File: src/rtl/imem_pkg.sv
// Shared constants, FSM state type and parity helper for the loadable instruction memory.
package imem_pkg;

   localparam int DEF_DATA_W = 32;
   localparam int DEF_DEPTH  = 16;
   localparam int DEF_ADDR_W = 16;

   typedef enum logic {
      LOAD = 1'b0,
      RUN  = 1'b1
   } state_e;

   localparam logic [DEF_DATA_W-1:0] NOP_WORD = '0;

   // Even parity over a zero-extended word; words up to 64 bits wide are covered.
   function automatic logic evenParity(input logic [63:0] word);
      return ^word;
   endfunction

endpackage

File: src/rtl/imem_ram.sv
// Word array with one synchronous write port and one registered, read-enabled read port.
module imem_ram #(
   parameter int WIDTH = 32,
   parameter int DEPTH = 16,
   parameter int AW    = 4
) (
   input  logic             clk,
   input  logic             we_i,
   input  logic [AW-1:0]    waddr_i,
   input  logic [WIDTH-1:0] wdata_i,
   input  logic             re_i,
   input  logic [AW-1:0]    raddr_i,
   output logic [WIDTH-1:0] rdata_o
);

   logic [WIDTH-1:0] mem [DEPTH];
   logic [WIDTH-1:0] rdata_q;

   always_ff @(posedge clk) begin
      if (we_i) begin
         mem[waddr_i] <= wdata_i;
      end
   end

   // The read register only moves on an enabled read, so the last word fetched stays put during stalls.
   always_ff @(posedge clk) begin
      if (re_i) begin
         rdata_q <= mem[raddr_i];
      end
   end

   assign rdata_o = rdata_q;

endmodule

File: src/rtl/imem_load_rom.sv
// Loadable instruction memory: program load over valid/ready, then registered one-cycle fetches.
// Optional feature macro: IMEM_PARITY_EN adds a stored even-parity bit and the parity_err output.
module imem_load_rom
   import imem_pkg::*;
#(
   parameter int DATA_W = DEF_DATA_W,
   parameter int DEPTH  = DEF_DEPTH,
   parameter int ADDR_W = DEF_ADDR_W
) (
   input  logic              clk,
   input  logic              reset,
   input  logic              load_valid,
   output logic              load_ready,
   input  logic [DATA_W-1:0] load_data,
   input  logic              load_last,
   output logic              run,
   input  logic              fetch_en,
   input  logic [ADDR_W-1:0] fetch_addr,
   output logic [DATA_W-1:0] instr,
   output logic              instr_valid,
   output logic              addr_fault
`ifdef IMEM_PARITY_EN
   ,
   output logic              parity_err
`endif
);

   localparam int AW = $clog2(DEPTH);
`ifdef IMEM_PARITY_EN
   localparam int PAR_W = 1;
`else
   localparam int PAR_W = 0;
`endif
   localparam int RAM_W = DATA_W + PAR_W;
   localparam logic [AW-1:0]   LAST_IDX  = AW'(DEPTH - 1);
   localparam logic [ADDR_W:0] DEPTH_EXT = (ADDR_W + 1)'(DEPTH);

   state_e           state_q, state_d;
   logic [AW-1:0]    wptr_q, wptr_d;
   logic             loadFire, fetchFire, inRange, ramRe;
   logic [RAM_W-1:0] ramWdata, ramRdata;
   logic             valid_q, fault_q, useNop_q;

   assign load_ready = (state_q == LOAD);
   assign run        = (state_q == RUN);
   assign loadFire   = load_valid & load_ready;
   assign fetchFire  = run & fetch_en;
   assign inRange    = ({1'b0, fetch_addr} < DEPTH_EXT);
   assign ramRe      = fetchFire & inRange;

   // Writing the top slot forces RUN, so the pointer is held there rather than wrapping.
   always_comb begin
      state_d = state_q;
      wptr_d  = wptr_q;
      if (loadFire) begin
         if (wptr_q != LAST_IDX) begin
            wptr_d = wptr_q + 1'b1;
         end
         if (load_last || (wptr_q == LAST_IDX)) begin
            state_d = RUN;
         end
      end
   end

   always_ff @(posedge clk) begin
      if (reset) begin
         state_q <= LOAD;
         wptr_q  <= '0;
      end else begin
         state_q <= state_d;
         wptr_q  <= wptr_d;
      end
   end

   // useNop_q selects the all-zero word after reset and after an out-of-range fetch.
   always_ff @(posedge clk) begin
      if (reset) begin
         valid_q  <= 1'b0;
         fault_q  <= 1'b0;
         useNop_q <= 1'b1;
      end else begin
         valid_q <= fetchFire;
         if (fetchFire) begin
            fault_q  <= ~inRange;
            useNop_q <= ~inRange;
         end
      end
   end

`ifdef IMEM_PARITY_EN
   logic parChk_q;

   assign ramWdata = {evenParity(64'(load_data)), load_data};

   always_ff @(posedge clk) begin
      if (reset) begin
         parChk_q <= 1'b0;
      end else if (fetchFire) begin
         parChk_q <= inRange;
      end
   end

   assign parity_err = parChk_q & (^ramRdata);
`else
   assign ramWdata = load_data;
`endif

   imem_ram #(
      .WIDTH (RAM_W),
      .DEPTH (DEPTH),
      .AW    (AW)
   ) uRam (
      .clk     (clk),
      .we_i    (loadFire),
      .waddr_i (wptr_q),
      .wdata_i (ramWdata),
      .re_i    (ramRe),
      .raddr_i (fetch_addr[AW-1:0]),
      .rdata_o (ramRdata)
   );

   assign instr       = useNop_q ? DATA_W'(NOP_WORD) : ramRdata[DATA_W-1:0];
   assign instr_valid = valid_q;
   assign addr_fault  = fault_q;

endmodule

File: config.mk
export PLATFORM = sky130hd
export DESIGN_NAME = imem_load_rom
export DESIGN_NICKNAME = d
export VERILOG_FILES = /design/src/rtl/imem_pkg.sv /design/src/rtl/imem_ram.sv /design/src/rtl/imem_load_rom.sv
export SDC_FILE = /design/constraint.sdc
export NUM_CORES = 1
export LEC_CHECK = 0
export ABC_AREA = 1
export ABC_CLOCK_PERIOD_IN_PS = 5100
export BUFFER_PORTS_ARGS = -buffer_cell sky130_fd_sc_hd__buf_2
export CAP_MARGIN = 20
export CORE_MARGIN = 8
export CORE_UTILIZATION = 54
export DETAILED_ROUTE_END_ITERATION = 6
export PLACE_DENSITY = 0.69
export SYNTH_ARGS = -nofsm -noshare
export SYNTH_HDL_FRONTEND = slang
export SYNTH_SLANG_ARGS = --single-unit
File: constraint.sdc
create_clock -name clk -period 5.1 [get_ports clk]
set_input_delay 1.02 -clock clk [delete_from_list [all_inputs] [get_ports clk]]
set_output_delay 1.02 -clock clk [all_outputs]
set_load 0.05 [all_outputs]
==> metrics.txt, run 1 <==
first-pass GRT wire length 86300 µm; Final setup viols 0; CP max stage cell dfxtp_2; CTS Buf Count 54; Rel. slew slack 39.1%; Synthesis Warnings 0; Synth top area share 69.0%; critical path type reg -> out; layout cells sized above 1 9.27%; Final period util 59.4%; count of final hold-check violations 0; worst endpoint required time 4.08 ns; Nets 2364; number of vias per cell 5.29; Netlist cell types 19; Initial Util 54.9%; fmax 0.330 GHz; max_cap viols 0; H-tree levels 2; clock sink total 552; vias 15536; initial antenna violation count 1; Critical Path AT 2.01 ns; setup bufs post-CTS 0; grt total ovfl 0; # DRC 0; top post-synthesis cells by area edfxtp_1 (69%), nand2_1 (11%), nand3_1 (8.2%); Slowest Stage Delay on Critical Path 0.92 ns; r2r setup slk 2.59 ns; maximum vdd drop 0.283 mV; placer congestion estimate 0.824; final hold slack 0.531 ns; dpl hpwl 29500 µm; crit path launch type flip-flop; Slew @ Worst Pin 0.913 ns; most frequent cells in the layout nand2_1 (691), edfxtp_1 (544), inv_1 (426), nand3_1 (386), buf_2 (86); Synth Cell Area 23700 µm²; clk_lat worst skew 0.60 ns; most common cell after layout, fill and taps aside nand2_1; fin crit period 3.03 ns; largest net degree at the start of global routing 135; CP Capture Type output pin; DP Area 24500 µm²; Final ANT Viol Nets 0; HP Class reg -> reg; crit-path max FO 33; cell accounting for the most synthesized area edfxtp_1; drt first pass iters 6; clock skew 0.0155 ns; unrepaired setup endpoints after global routing false; Setup TNS 0 ns; Die Span Y 225 µm; GRT Resource Usage Total 22.1%; Area Overhead vs Synth 11.0%; Net Count, Synth 2299; outcome completed; CTS tree yes; first-iteration detailed-routing DRC count 1614; Root Driver clkbuf_16; Routed WL per cell 19.0 µm; port bufs 88; Avg Inst Size Synth 10.6 µm²; Fillers 3498; Clk pin slew, worst setup/hold paths 0.06 ns; vias in the first global route 15115; Synth Register Bits 552; Horiz. Die Dim 225 µm; Lkg Pwr 11.3 nW; row count 76; io pins 89; die area 50800 µm²; PwrDens 360 nW/µm²; post-cts sizing count 0; Mapped Cells 2242; Clock Path Buffers 3; Finished Cell Area 26300 µm²; post-synthesis sequential area ratio 69.6%; area of the core 43200 µm²; crit-path cells nor2_1, buf_2; CTS Hold Bufs 0; Routed WL 55800 µm; Final Max Slew Viols 0
-- layout make-up --
class                           instances  area [µm²]  area share, %
Inverter                              431        1630           6.20
Clock inverter                         38         287           1.09
Antenna cell                            1        2.50        0.00951
Timing Repair Buffer                  118         732           2.78
Sequential cell                       552       16500           62.7
Multi-Input combinational cell       1150        4970           18.9
Clock buffer                           63        1450           5.51
Tap cell                              585         732           2.78
-- power by group --
part	switching (mW)	internal (mW)	leakage [nW]
logic	0.374	0.133	5.47
clock network	1.68	2.23	0.843
registers	0.0119	5.04	4.97
total	2.07	7.40	11.3
-- path summary, 6_finish.rpt --
check | from | endpoint | cells after the start
setup / recovery | useNop_q | instr[17] | 2
hold / removal | addr_fault | addr_fault | 2
setup reg to reg | run | uRam.mem[14][25] | 4
hold reg to reg | addr_fault | addr_fault | 2
-- through the flow --
| step | setup slack, ns | util, % | total power [mW] | instances |
|---|---|---|---|---|
| floorplan | 1.88 | - | 5.48 | 2242 |
| global placement | 1.80 | 56.8 | 5.64 | 2834 |
| detailed placement | 1.80 | 56.8 | 5.65 | 2835 |
| CTS | 1.98 | 60.9 | 9.51 | 2936 |
| global route | 1.94 | 60.9 | 9.75 | 2938 |
| finish | 2.07 | 60.9 | 9.47 | 2938 |
-- critical path, delay by kind of cell (launching register included) --
family,cells,cell delay [ns]
AND/OR/NAND/NOR,1,0.20
flip-flops,1,0.92
buffers and inverters,1,0.27
-- synthesized netlist by cell type (all sizes together) --
master / instances
a211oi: 1
a21oi: 4
o21ai: 4
clkbuf: 19
nand2: 691
xor2: 1
ha: 4
dfxtp: 8
buf: 90
edfxtp: 544
nor2: 59
inv: 431
nand3: 386
-- layer usage --
metal / global-route usage, % / routed length (µm) / vias up
li1: - / - / 7326
met5: 0 / 0 / -
met3: 3.14 / 3810 / 111
met2: 37.2 / 27300 / 590
met4: 8.20 / 1630 / 0
met1: 29.0 / 23100 / 7509
-- logic make-up after synthesis --
logic type                 synth area share (%)
and+or+nand+nor                            20.0
DFF                                        69.6
buffers and inverters                      9.87
AOI/OAI and AO/OA                         0.201
adders and majority gates                 0.211
xor gates and xnor gates                 0.0370
-- flip-flops by register name (all words and copies together), names as in the netlist --
register / count
uRam.rdata_o: 32
wptr_q: 4
uRam.mem: 512
addr_fault: 1
useNop_q: 1
instr_valid: 1
run: 1
Note: power is estimated with default switching activity, not from simulation.
==> inputs of run 2 (changes only) <==
--- a/config.mk
+++ b/config.mk
@@ -6,13 +6,13 @@
 export NUM_CORES = 1
 export LEC_CHECK = 0
 export ABC_AREA = 1
-export ABC_CLOCK_PERIOD_IN_PS = 5100
+export ABC_CLOCK_PERIOD_IN_PS = 2700
 export BUFFER_PORTS_ARGS = -buffer_cell sky130_fd_sc_hd__buf_2
 export CAP_MARGIN = 20
 export CORE_MARGIN = 8
 export CORE_UTILIZATION = 54
 export DETAILED_ROUTE_END_ITERATION = 6
-export PLACE_DENSITY = 0.69
+export PLACE_DENSITY = 0.72
 export SYNTH_ARGS = -nofsm -noshare
 export SYNTH_HDL_FRONTEND = slang
 export SYNTH_SLANG_ARGS = --single-unit
==> constraint.sdc (replaced) <==
create_clock -name clk -period 2.7 [get_ports clk]
set_input_delay 0.54 -clock clk [delete_from_list [all_inputs] [get_ports clk]]
set_output_delay 0.54 -clock clk [all_outputs]
set_load 0.05 [all_outputs]
==> run 2 against run 1 <==
Effect of this change: clock-buffer cell count rose by 6; design area up 0.83%; sequential share of layout area fell by 0.52 points; clock skew increased by 0.0091 ns; combinational power increased by 100%; critical path type unchanged.
==> metrics.txt, run 2 (synthesis results as in run 1) <==
max_cap viols 0 (unchanged); fmax 0.439 GHz; Top reg by flops uRam.mem; Worst Hold Launch reset; Clock Path Buffers 3 (unchanged); Routed WL per cell 18.5 µm (-2.4%); GRT Resource Usage Total 21.5% (-0.53 points); CP Capture Type output pin; R2R Path End uRam.mem[5][12]; Clk pin slew, worst setup/hold paths 0.06 ns (about the same); post-cts sizing count 0 (unchanged); Critical Path AT 1.74 ns (-0.27 ns); RR Startpoint run; Routed WL 54600 µm (-2.2%); setup bufs post-CTS 0 (unchanged); vias 15516 (-0.13%); Final setup viols 0 (unchanged); Slew @ Worst Pin 0.750 ns (-0.163 ns); crit path launch type flip-flop; clk_lat worst skew 0.61 ns (about the same); Area Overhead vs Synth 12.0%; final worst slack 0.422 ns (-1.65 ns); PwrDens 668 nW/µm² (+86%); Slowest Stage Delay on Critical Path 0.62 ns (-0.30 ns); layout cells sized above 1 9.37% (+0.10 points); fin crit period 2.28 ns; grt total ovfl 0 (unchanged); maximum vdd drop 0.496 mV (+75%); critical path type reg -> out; outcome completed; unrepaired setup endpoints after global routing false; clock skew 0.0246 ns (+0.00912 ns); Largest register FFs 512 (unchanged); first-iteration detailed-routing DRC count 1481 (-8.2%); initial antenna violation count 1 (unchanged); Finished Layout Cells 2943 (+0.17%); Fillers 3424 (-2.1%); pre-CTS WS 0.487 ns (-1.31 ns); Setup TNS 0 ns (unchanged); most common cell after layout, fill and taps aside nand2_1; Reg2Reg Depth 4 (unchanged); CTS Hold Bufs 0 (unchanged); Rel. slew slack 50.0% (+11 points); placer congestion estimate 0.798 (-3.2%); port bufs 88 (unchanged); Initial Util 54.9% (unchanged); Final period util 84.4%; clock sink total 552 (unchanged); H-tree levels 2 (unchanged); Lkg Pwr 11.4 nW (+0.84%); first-pass GRT wire length 85000 µm (-1.5%); Root Driver clkbuf_16; most frequent cells in the layout nand2_1 (691), edfxtp_1 (544), inv_1 (427), nand3_1 (386), buf_2 (86); area of the core 43200 µm² (unchanged); crit-path max FO 20 (-39%); Final Max Slew Viols 0 (unchanged); HP Class in -> reg; die area 50800 µm² (unchanged); Tot Pwr 17.7 mW (+87%); WHS Path Cells 2 (unchanged); dpl hpwl 31200 µm (+5.7%); Nets 2379 (+0.63%); r2r setup slk 0.83 ns (-1.76 ns); crit-path cells buf_12, nor2_1, buf_2; CTS tree yes; CP max stage cell dfxtp_2; Final ANT Viol Nets 0 (unchanged); # DRC 0 (unchanged); drt first pass iters 5 (-1); worst endpoint required time 2.16 ns (-1.92 ns); vias in the first global route 15384 (+1.8%); largest net degree at the start of global routing 129 (-4.4%); count of final hold-check violations 0 (unchanged); Horiz. Die Dim 225 µm (unchanged); Diodes inserted 0 (-1); row count 76 (unchanged); CTS Buf Count 54 (unchanged); number of vias per cell 5.27 (-0.30%); io pins 89 (unchanged); cell count after placement 2851 (+0.56%); Die Span Y 225 µm (unchanged); hold worst-path end run
==> run 2: report_power, final <==
group,internal (mW),leakage [nW],switching (mW)
registers,9.52,4.97,0.0222
logic,0.272,5.61,0.745
clock network,4.09,0.806,3.07
total,13.9,11.4,3.84
==> run 2: critical path: cells and delay by family, from the launching register on <==
family	cells	cell delay, ns
buffers and inverters	2	0.43
and+or+nand+nor	1	0.06
DFF	1	0.62
==> run 2: final cells by class <==
type | count | area, µm² | area share (%)
clock buffer | 69 | 1430 | 5.39
clock inverter | 23 | 228 | 0.859
multi-input combinational | 1150 | 4970 | 18.8
timing repair buffer | 133 | 1040 | 3.91
sequential | 552 | 16500 | 62.2
tap | 585 | 732 | 2.76
inverter | 431 | 1630 | 6.13
==> run 2: worst max path at each step <==
stage                          start               to  slack (ns)  cells past startpoint
final                       useNop_q        instr[25]        0.42                      3
after detailed placement  load_valid   uRam.mem[6][3]        0.49                      6
after floorplan                  run  uRam.mem[11][0]       -0.03                      3
after global routing        useNop_q        instr[25]        0.31                      3
after global placement    load_valid   uRam.mem[3][6]        0.55                      6
after CTS                   useNop_q        instr[25]        0.33                      3
==> run 2: through the flow <==
stage	cell area, µm²	utilization, %	hold WS (ns)
2_1_floorplan	23700	-	0.478
3_3_place_gp	24900	57.6	0.503
3_5_place_dp	24900	57.6	0.505
4_1_cts	26500	61.4	0.192
5_1_grt	26500	61.4	0.208
6_report	26500	61.4	0.225
==> run 2: routing by layer <==
| layer | up-vias | routed length, µm | part of all wire (%) | GRT usage [%] |
|---|---|---|---|---|
| met5 | - | 0 | 0 | 0 |
| met4 | 0 | 1420 | 2.6 | 6.86 |
| met3 | 106 | 4250 | 7.8 | 3.84 |
| met2 | 606 | 26500 | 49 | 36.3 |
| met1 | 7438 | 22400 | 41 | 28.3 |
| li1 | 7366 | - | - | - |
==> inputs of run 3 (changes only) <==
--- a/config.mk
+++ b/config.mk
@@ -5,14 +5,14 @@
 export SDC_FILE = /design/constraint.sdc
 export NUM_CORES = 1
 export LEC_CHECK = 0
-export ABC_AREA = 1
-export ABC_CLOCK_PERIOD_IN_PS = 2700
+export ABC_AREA = 0
+export ABC_CLOCK_PERIOD_IN_PS = 2300
 export BUFFER_PORTS_ARGS = -buffer_cell sky130_fd_sc_hd__buf_2
 export CAP_MARGIN = 20
 export CORE_MARGIN = 8
 export CORE_UTILIZATION = 54
 export DETAILED_ROUTE_END_ITERATION = 6
-export PLACE_DENSITY = 0.72
+export PLACE_DENSITY = 0.69
 export SYNTH_ARGS = -nofsm -noshare
 export SYNTH_HDL_FRONTEND = slang
 export SYNTH_SLANG_ARGS = --single-unit
==> constraint.sdc (replaced) <==
create_clock -name clk -period 2.3 [get_ports clk]
set_input_delay 0.46 -clock clk [delete_from_list [all_inputs] [get_ports clk]]
set_output_delay 0.46 -clock clk [all_outputs]
set_load 0.05 [all_outputs]
==> run 3 against run 2 <==
Effect of this change: the run now ends with DRC left; flip-flop and latch count is the same; wire length shrank 20%; register-to-register slack lost 0.47 ns; critical endpoint is now instr[26].
==> metrics.txt, run 3 <==
outcome finished, violations left; failing checks DRC; most common cell after layout, fill and taps aside edfxtp_1; Slew @ Worst Pin 1.05 ns (+0.302 ns); Synth async-reset ratio 0% (unchanged); Clk pin slew, worst setup/hold paths 0.06 ns (about the same); PwrDens 864 nW/µm² (+29%); placer congestion estimate 0.706 (-11%); number of vias per cell 6.05 (+15%); clock sink total 552 (unchanged); Critical Path AT 1.75 ns (about the same); Final setup viols 0 (unchanged); largest family of logic cells by synthesized area multiplexers; crit path launch type flip-flop; Largest register FFs 512 (unchanged); Netlist cell types 26 (+7); Setup TNS 0 ns (unchanged); grt total ovfl 0 (unchanged); crit-path max FO 10 (-50%); Final period util 96.1%; Synth Cell Area 20800 µm² (-12%); area share of fa/ha/maj cells after synthesis 0.241% (+0.029 points); layout cells sized above 1 32.2% (+23 points); Synth Register Bits 552 (unchanged); H-tree levels 2 (unchanged); Final ANT Viol Nets 0 (unchanged); max_cap viols 0 (unchanged); Clock Path Buffers 3 (unchanged); post-synthesis simple-gate area fraction 2.76% (-17 points); Root Driver clkbuf_16; post-synthesis sequential area ratio 79.3% (+9.7 points); first-pass GRT wire length 64700 µm (-24%); top cells by count, synth edfxtp_1 (544), mux4_2 (128), a22oi_1 (64), nand2_1 (37), nor2b_1 (37); CTS Buf Count 54 (unchanged); Final Max Slew Viols 0 (unchanged); fmax 0.453 GHz; Net Count, Synth 978 (-57%); clock skew 0.0107 ns (-0.0139 ns); top_reg_cell synth edfxtp_1; die area 45000 µm² (-11%); complex-gate fraction of the synthesized area 2.62% (+2.4 points); final worst slack 0.0903 ns (-0.332 ns); area of the core 38300 µm² (-11%); dpl hpwl 21700 µm (-30%); top post-synthesis cells by area edfxtp_1 (79%), mux4_2 (14%), a22oi_1 (2.3%); Area Overhead vs Synth 16.2%; post-cts sizing count 0 (unchanged); largest net degree at the start of global routing 35 (-73%); XOR/XNOR Fraction of Synth Area 0% (-0.037 points); Avg Inst Size Synth 22.6 µm² (+110%); final hold slack 0.156 ns (-0.0696 ns); EDFF count, synth 544 (unchanged); port bufs 88 (unchanged); first-iteration detailed-routing DRC count 866 (-42%); worst endpoint required time 1.84 ns (-0.32 ns); GRT Resource Usage Total 19.6% (-2.0 points); count of final hold-check violations 0 (unchanged); CP Capture Type output pin; Synthesis Warnings 0 (unchanged); Lkg Pwr 7.81 nW (-31%); critical path type reg -> out; CTS tree yes; unrepaired setup endpoints after global routing false; HP Class in -> reg; row count 72 (-5.3%); io pins 89 (unchanged); most used standard cell by instance count after synthesis edfxtp_1; vias in the first global route 10141 (-34%); # DRC 2 (+2); pre-CTS WS 0.172 ns (-0.315 ns); Initial Util 54.3% (-0.57 points); Fillers 2527 (-26%); Horiz. Die Dim 212 µm (-5.9%); Routed WL per cell 27.1 µm (+46%); clk_lat worst skew 0.58 ns (-0.03 ns); Die Span Y 212 µm (-5.9%); Mapped Cells 921 (-59%); most frequent cells in the layout edfxtp_1 (544), mux4_2 (128), buf_2 (86), a22oi_1 (64), clkbuf_16 (55); multiplexer share of the synthesized area 13.9% (+14 points); fin crit period 2.21 ns; CTS Hold Bufs 0 (unchanged); Synth top area share 78.6% (+9.6 points); Top reg by flops uRam.mem; cell accounting for the most synthesized area edfxtp_1; maximum vdd drop 0.594 mV (+20%); Nets 1104 (-54%); vias 9729 (-37%); initial antenna violation count 3 (+2); Rel. slew slack 29.8% (-20 points); drt first pass iters 7 (+2); Routed WL 43600 µm (-20%); setup bufs post-CTS 0 (unchanged)
[run 3: cell types whose count changed after synthesis, moves of 29 or more]
cell and delta:
a22oi_1 +64, buf_2 -34, mux4_2 +128, nor2b_1 +37
nand2_1 -654, nor2_1 -54, nand3_1 -382, inv_1 -426
buf_6 -29
[run 3: cell type report]
class | count | area (µm²) | share of cell area [%]
flip-flops and latches | 552 | 16500 | 68.3
multi-input cells | 316 | 4200 | 17.4
well taps | 518 | 648 | 2.68
inverters | 3 | 11.3 | 0.0466
diodes | 1 | 2.50 | 0.0104
clock inverters | 33 | 364 | 1.51
clock buffers | 65 | 1410 | 5.85
repair buffers | 120 | 1030 | 4.26
[run 3: where the power goes]
group	leakage, nW	switching, mW	internal [mW]	total (mW)
Combinational	1.95	0.502	0.365	0.867
Sequential	4.97	0.0279	11.2	11.2
Clock	0.878	3.58	5.26	8.84
Total	7.81	4.11	16.8	20.9
[run 3: kinds of logic (layout without fill, tap and decap cells)]
group,Yosys count,count (layout)
AO/OA/AOI/OAI,76,76
adder cells (fa/ha/maj),4,4
buffers and inverters,53,221
flip-flops,552,552
multiplexers,128,128
other,0,1
AND/OR/NAND/NOR,108,108
[run 3: worst max-delay path, cell delays in order (launching register included)]
cell and delay (ns):
dfxtp_2 0.42, buf_4 0.24, nor2b_1 0.20, buf_2 0.30
[run 3: per-stage QoR]
step | power (mW) | util (%) | cell area [µm²] | cells
global placement | 12.2 | 58.5 | 22400 | 1509
finish | 20.9 | 63.1 | 24200 | 1608
global route | 21.4 | 63.1 | 24200 | 1607
CTS | 21.0 | 63.1 | 24200 | 1607
detailed placement | 12.3 | 58.5 | 22400 | 1509
floorplan | 11.9 | - | 20900 | 921
[run 3: final timing paths]
path,end,slack (ns),cells after the start,from
setup / recovery,instr[26],0.09,3,useNop_q
hold / removal,run,0.16,2,reset
setup reg to reg,uRam.mem[7][5],0.36,4,wptr_q[0]
hold reg to reg,addr_fault,0.55,2,addr_fault
[run 3: routing by layer]
layer | wire length (µm) | track usage [%] | vias to the layer above | part of all wire, %
met4 | 782 | 4.93 | 4 | 1.8
met3 | 2710 | 3.54 | 67 | 6.2
met2 | 21700 | 32.1 | 333 | 50
li1 | - | - | 4141 | -
met5 | 24 | 0 | - | 0.055
met1 | 18400 | 27.4 | 5184 | 42
